## config.mk

```make
export PLATFORM = sky130hd
export DESIGN_NAME = rnn_activation
export DESIGN_NICKNAME = d
export VERILOG_FILES = /design/src/rtl/rnn_pkg.sv /design/src/rtl/act_pwl.sv /design/src/rtl/rnn_activation.sv
export SDC_FILE = /design/constraint.sdc
export NUM_CORES = 1
export LEC_CHECK = 0
export ABC_CLOCK_PERIOD_IN_PS = 5200
export CORE_ASPECT_RATIO = 0.5
export CORE_UTILIZATION = 25
export CTS_CLUSTER_DIAMETER = 80
export DETAILED_ROUTE_END_ITERATION = 16
export GPL_TIMING_DRIVEN = 0
export HOLD_SLACK_MARGIN = 0.06
export PLACE_DENSITY = 0.5
export SETUP_SLACK_MARGIN = 0.15
export SYNTH_ARGS = -nofsm -noshare
export SYNTH_HDL_FRONTEND = slang
export SYNTH_SLANG_ARGS = --single-unit
```

## constraint.sdc

```tcl
create_clock -name clk -period 5.2 [get_ports clk]
set_input_delay 0.78 -clock clk [delete_from_list [all_inputs] [get_ports clk]]
set_output_delay 0.78 -clock clk [all_outputs]
set_load 0.05 [all_outputs]
```

## src/rtl/rnn_pkg.sv

```systemverilog
// Shared types and helpers for the RNN activation datapath.
package rnn_pkg;

  typedef enum logic [1:0] {
    ACT_ID    = 2'd0,
    ACT_RELU  = 2'd1,
    ACT_HSIG  = 2'd2,
    ACT_HTANH = 2'd3
  } act_e;

  typedef enum logic [1:0] {
    IDLE = 2'd0,
    RUN  = 2'd1,
    DONE = 2'd2
  } act_state_e;

  localparam int Q_FRAC = 8;

  // Clamp a 17-bit signed sum into the signed 16-bit range.
  function automatic logic signed [15:0] sat16(input logic signed [16:0] v);
    if (v[16] != v[15]) return v[16] ? 16'sh8000 : 16'sh7FFF;
    return v[15:0];
  endfunction

endpackage

```

## src/rtl/act_pwl.sv

```systemverilog
// Combinational piecewise-linear activation of one signed fixed-point element.
module act_pwl
  import rnn_pkg::*;
#(
  parameter int FRAC_BITS = Q_FRAC
) (
  input  logic signed [15:0] s,
  input  act_e               act_sel,
  output logic signed [15:0] y
);

  localparam logic signed [17:0] ONE     = 18'sd1 <<< FRAC_BITS;
  localparam logic signed [17:0] HALF    = ONE >>> 1;
  localparam logic signed [17:0] NEG_ONE = -ONE;

  logic signed [17:0] s_ext;
  logic signed [17:0] hs;

  // Two guard bits so the sigmoid offset and the clamp compares cannot overflow.
  assign s_ext = {{2{s[15]}}, s};
  assign hs    = (s_ext >>> 2) + HALF;

  always_comb begin
    y = s;
    case (act_sel)
      ACT_ID:   y = s;
      ACT_RELU: if (s[15]) y = '0;
      ACT_HSIG: begin
        if (hs[17])        y = '0;
        else if (hs > ONE) y = ONE[15:0];
        else               y = hs[15:0];
      end
      ACT_HTANH: begin
        if (s_ext > ONE)          y = ONE[15:0];
        else if (s_ext < NEG_ONE) y = NEG_ONE[15:0];
      end
      default: y = s;
    endcase
  end

endmodule

```

## src/rtl/rnn_activation.sv

```systemverilog
// Bias-add + activation stage between the matmul stream and the hidden-state buffer.
// Optional bias RAM is enabled with the RNN_ACT_BIAS_EN macro.
module rnn_activation
  import rnn_pkg::*;
#(
  parameter int LEN_BITS  = 4,
  parameter int FRAC_BITS = Q_FRAC
) (
  input  logic                clk,
  input  logic                rst_n,
  input  logic                start,
  input  logic [LEN_BITS:0]   len,
  input  logic [1:0]          act_sel,
  input  logic                in_valid,
  input  logic [15:0]         in_data,
  output logic                in_ready,
  input  logic                bias_we,
  input  logic [LEN_BITS-1:0] bias_addr,
  input  logic [15:0]         bias_data,
  output logic                out_valid,
  output logic [15:0]         out_data,
  output logic [LEN_BITS-1:0] out_idx,
  input  logic                out_ready,
  output logic                busy,
  output logic                done,
  output act_state_e          state_dbg
);

  localparam logic [LEN_BITS:0] CNT_ONE = (LEN_BITS+1)'(1);

  act_state_e          state;
  act_e                act_q;
  logic [LEN_BITS:0]   len_q, in_cnt, out_cnt;
  logic                stall, accept, out_fire, last_out;
  logic                s1_valid;
  logic signed [15:0]  s1_data;
  logic [LEN_BITS-1:0] s1_idx;
  logic signed [15:0]  bias_v;
  logic signed [16:0]  sum;
  logic signed [15:0]  act_y;

  // Handshake: a transfer happens on any cycle where valid && ready; valid never
  // waits on ready, and a presented output holds its data until accepted.
  assign stall     = out_valid && !out_ready;
  assign in_ready  = (state == RUN) && (in_cnt < len_q) && !stall;
  assign accept    = in_valid && in_ready;
  assign out_fire  = out_valid && out_ready;
  assign last_out  = out_fire && (out_cnt == len_q - CNT_ONE);
  assign busy      = (state != IDLE);
  assign done      = (state == DONE);
  assign state_dbg = state;

`ifdef RNN_ACT_BIAS_EN
  logic signed [15:0] bias_mem [2**LEN_BITS];

  always_ff @(posedge clk or negedge rst_n) begin
    if (!rst_n) begin
      for (int i = 0; i < 2**LEN_BITS; i++) bias_mem[i] <= '0;
    end else if (bias_we && (state == IDLE)) begin
      bias_mem[bias_addr] <= bias_data;
    end
  end

  assign bias_v = bias_mem[in_cnt[LEN_BITS-1:0]];
`else
  logic unused_bias;
  assign unused_bias = ^{bias_we, bias_addr, bias_data};
  assign bias_v      = '0;
`endif

  assign sum = {in_data[15], in_data} + {bias_v[15], bias_v};

  act_pwl #(.FRAC_BITS(FRAC_BITS)) u_act (
    .s       (s1_data),
    .act_sel (act_q),
    .y       (act_y)
  );

  always_ff @(posedge clk or negedge rst_n) begin
    if (!rst_n) begin
      state   <= IDLE;
      act_q   <= ACT_ID;
      len_q   <= '0;
      in_cnt  <= '0;
      out_cnt <= '0;
    end else begin
      case (state)
        IDLE: if (start) begin
          len_q   <= len;
          act_q   <= act_e'(act_sel);
          in_cnt  <= '0;
          out_cnt <= '0;
          state   <= (len == '0) ? DONE : RUN;
        end
        RUN: begin
          if (accept)   in_cnt  <= in_cnt + CNT_ONE;
          if (out_fire) out_cnt <= out_cnt + CNT_ONE;
          if (last_out) state   <= DONE;
        end
        DONE:    state <= IDLE;
        default: state <= IDLE;
      endcase
    end
  end

  // Both stages advance together; a stalled output freezes the whole pipe.
  always_ff @(posedge clk or negedge rst_n) begin
    if (!rst_n) begin
      s1_valid  <= 1'b0;
      s1_data   <= '0;
      s1_idx    <= '0;
      out_valid <= 1'b0;
      out_data  <= '0;
      out_idx   <= '0;
    end else if (!stall) begin
      s1_valid  <= accept;
      if (accept) begin
        s1_data <= sat16(sum);
        s1_idx  <= in_cnt[LEN_BITS-1:0];
      end
      out_valid <= s1_valid;
      if (s1_valid) begin
        out_data <= act_y;
        out_idx  <= s1_idx;
      end
    end
  end

endmodule
```

==> results.md <==
- Worst vdd ir: 0.197 mV
- DRT Pass-1 Iters: 4
- Most common cell after layout, fill and taps aside: dfrtp_1
- Via count: 2521
- PwrDens: 724 mW/mm^2
- Number of flops mapped to enable cells by yosys: 0
- Longest Clk Path Bufs: 2
- Max FO, Critical Path: 5
- GR Util All Layers: 0.127
- N_diodes: 0
- Root buf cell: clkbuf_16
- Initial Utilization: 0.263
- I/O pin cnt: 75
- Max_slew headroom: 0.476
- Antenna viol nets, final: 0
- CP delay by family, top: buffers and inverters
- Slack of the worst reg-to-reg path: 2.39 ns
- CP endpoint kind: output pin
- Setup crit start kind: input port
- Register area share after synthesis: 0.479
- CTS tree: done
- Post-CTS setup buffers: 0
- Hold Buf Count CTS: 0
- Setup TNS: 0 ns
- Post-Syn Area: 0.00319 mm^2
- CP max stage cell: clkdlybuf4s50_1
- Hold/Removal Path Class: reg -> reg
- Tcrit/Tclk final: 0.659
- Die W: 162 um
- First-pass GRT wire length: 12.7 mm
- HP Start: out_data[15]
- GPL Wtd Cong: 0.833
- Initial detailed-routing violation count: 173
- RSZ-0062 raised after global routing: no
- Routed len/inst: 14.1 um
- Critical Path Start: out_ready
- Vias/cell: 4.67
- Die height: 81.9 um
- Antenna violations before repair: 0
- Overflow after GRT: 0
- Post-layout min period: 3.42 ns
- Worst skew pair latency: 0.33 ns
- Ys flop type: dfrtp_1
- Final core occ: 0.347
- Crit-path most repeated cell: clkdlybuf4s50_1
- Post-Syn Nets: 366
- Clk slew on worst S/H paths: 0.05 ns
- Largest net degree at the start of global routing: 62
- Yosys reg bits: 61
- Post-Synthesis Cells: 308
- Arr. time, crit path: 2.64 ns
- Area grow syn2layout: 31.9%
- Placed cells: 526
- NumNets Final: 430
- Max Freq: 292 MHz
- Final Skew: 0.00653 ns
- Vias in the first global route: 2504
- Die area: 0.0132 mm^2
- Routed Wire Length: 7.59 mm
- Setup violators final: 0
- Worst R2R Start: s1_data[9]
- Max cap viols: 0
- DRC: 0
- Syn avg cell area: 10.4 um^2
- Crit path cell chain: clkdlybuf4s50_1, or2b_2, nand4b_4, a31oi_1, clkdlybuf4s50_1
- Post-CTS sizing: 0
- Slew @ Worst Pin: 0.786 ns
- Clock sinks: 61
- Synth top area share: 0.479
- Status: finished clean
- Cell Rows: 28
- Core Area: 0.0121 mm^2
- LEAKAGE: 1.75 nW
- Worst path bufs/invs: 2
- Required time of the critical path: 4.42 ns
- H-tree depth: 3
- I/O Buffers: 53
- Most frequent cells in the layout: 61 x dfrtp_1, 52 x clkdlybuf4s50_1, 43 x nand2_1
- Count of different cell masters after synthesis: 60
- Total power: 3.05 mW
- Fraction of layout cells with a size suffix above 1: 0.136
- Yosys warnings: 0
- Top post-synthesis cells by area: dfrtp_1 48%, mux2_2 8.1%, nand2_1 5.1%
- Setup Crit Path Kind: in -> out
- Crit-path max cell delay: 0.84 ns
- Max Slew Vio Count: 0
- Final Hold Viols: 0
- Fin cells: 540
- Area leader, netlist: dfrtp_1
- Post-DP HPWL: 5.59 mm
- Total CTS buffers: 9
- FFs w/ async S/R, synth: 1.00
==> worst register-to-register path, cell delays in order (launching register included) <==
cell,delay [ns]
dfrtp_1,0.37
buf_2,0.23
nand3_1,0.14
nor2_1,0.18
nand3_1,0.11
ha_1,0.29
clkbuf_1,0.32
o21ai_0,0.15
a41oi_1,0.41
nor3_2,0.12
a221o_1,0.37
==> Yosys cell counts, drive strengths merged (2+ instances only) <==
cell / n
dfrtp: 61
o21ai: 21
a41oi: 2
nand4: 4
nor4: 3
a22o: 4
or2: 2
a221o: 7
nor3: 7
xnor2: 5
nand2b: 2
a311oi: 2
clkbuf: 8
and2: 3
mux2i: 4
buf: 5
mux2: 24
a31oi: 4
nor2: 19
or3: 2
inv: 13
xor2: 3
a21oi: 15
nand2: 43
or4: 4
ha: 9
nand3: 6
==> metal layers <==
layer	up-vias	track usage	share of wire
li1	1253	-	-
met1	1218	0.170	0.51
met2	43	0.191	0.44
met3	7	0.0429	0.043
met4	0	0.0406	0.010
met5	-	0	0
==> state kept, by name, indices dropped and copies added, names as in the netlist <==
name,flops
s1_idx,4
act_q,2
out_valid,1
out_cnt,5
len_q,5
out_data,16
in_cnt,5
out_idx,4
state_dbg,2
s1_data,16
s1_valid,1
==> metrics by stage <==
stage / setup WS, ns / area (um^2) / hold WS, ns
detailed placement: 1.75 / 3920 / 0.477
CTS: 1.73 / 4200 / 0.489
floorplan: 2.56 / 3190 / 0.449
finish: 1.78 / 4200 / 0.481
global route: 1.66 / 4200 / 0.521
global placement: 1.24 / 3930 / 0.464
==> power by group <==
part | internal, mW | total [mW] | switching, mW | leakage [nW]
logic | 0.636 | 1.53 | 0.897 | 0.872
registers | 0.709 | 0.933 | 0.224 | 0.736
clock network | 0.378 | 0.580 | 0.202 | 0.139
total | 1.72 | 3.05 | 1.32 | 1.75
==> cell type report <==
cell class	count	area, um^2
multi-input cells	221	1550
well taps	165	206
plain buffers	13	66.3
repair buffers	53	528
clock inverters	2	35.0
fillers	1290	7920
flip-flops and latches	61	1530
clock buffers	12	246
inverters	13	48.8
==> worst paths after layout <==
kind                                end  cells after the start
min in group asynchronous    out_cnt[0]                      1
setup reg to reg            out_data[1]                     10
setup / recovery               in_ready                      5
max in group asynchronous   out_data[7]                      1
hold reg to reg            out_data[15]                      2
hold / removal             out_data[15]                      2
==> kinds of logic after synthesis <==
family / share of synthesized area
buf+inv: 0.0361
flops: 0.479
fa+ha+maj: 0.0353
simple gates: 0.173
xor+xnor: 0.0220
compound gates: 0.158
mux: 0.0973
Note: power is estimated with default switching activity, not from simulation.
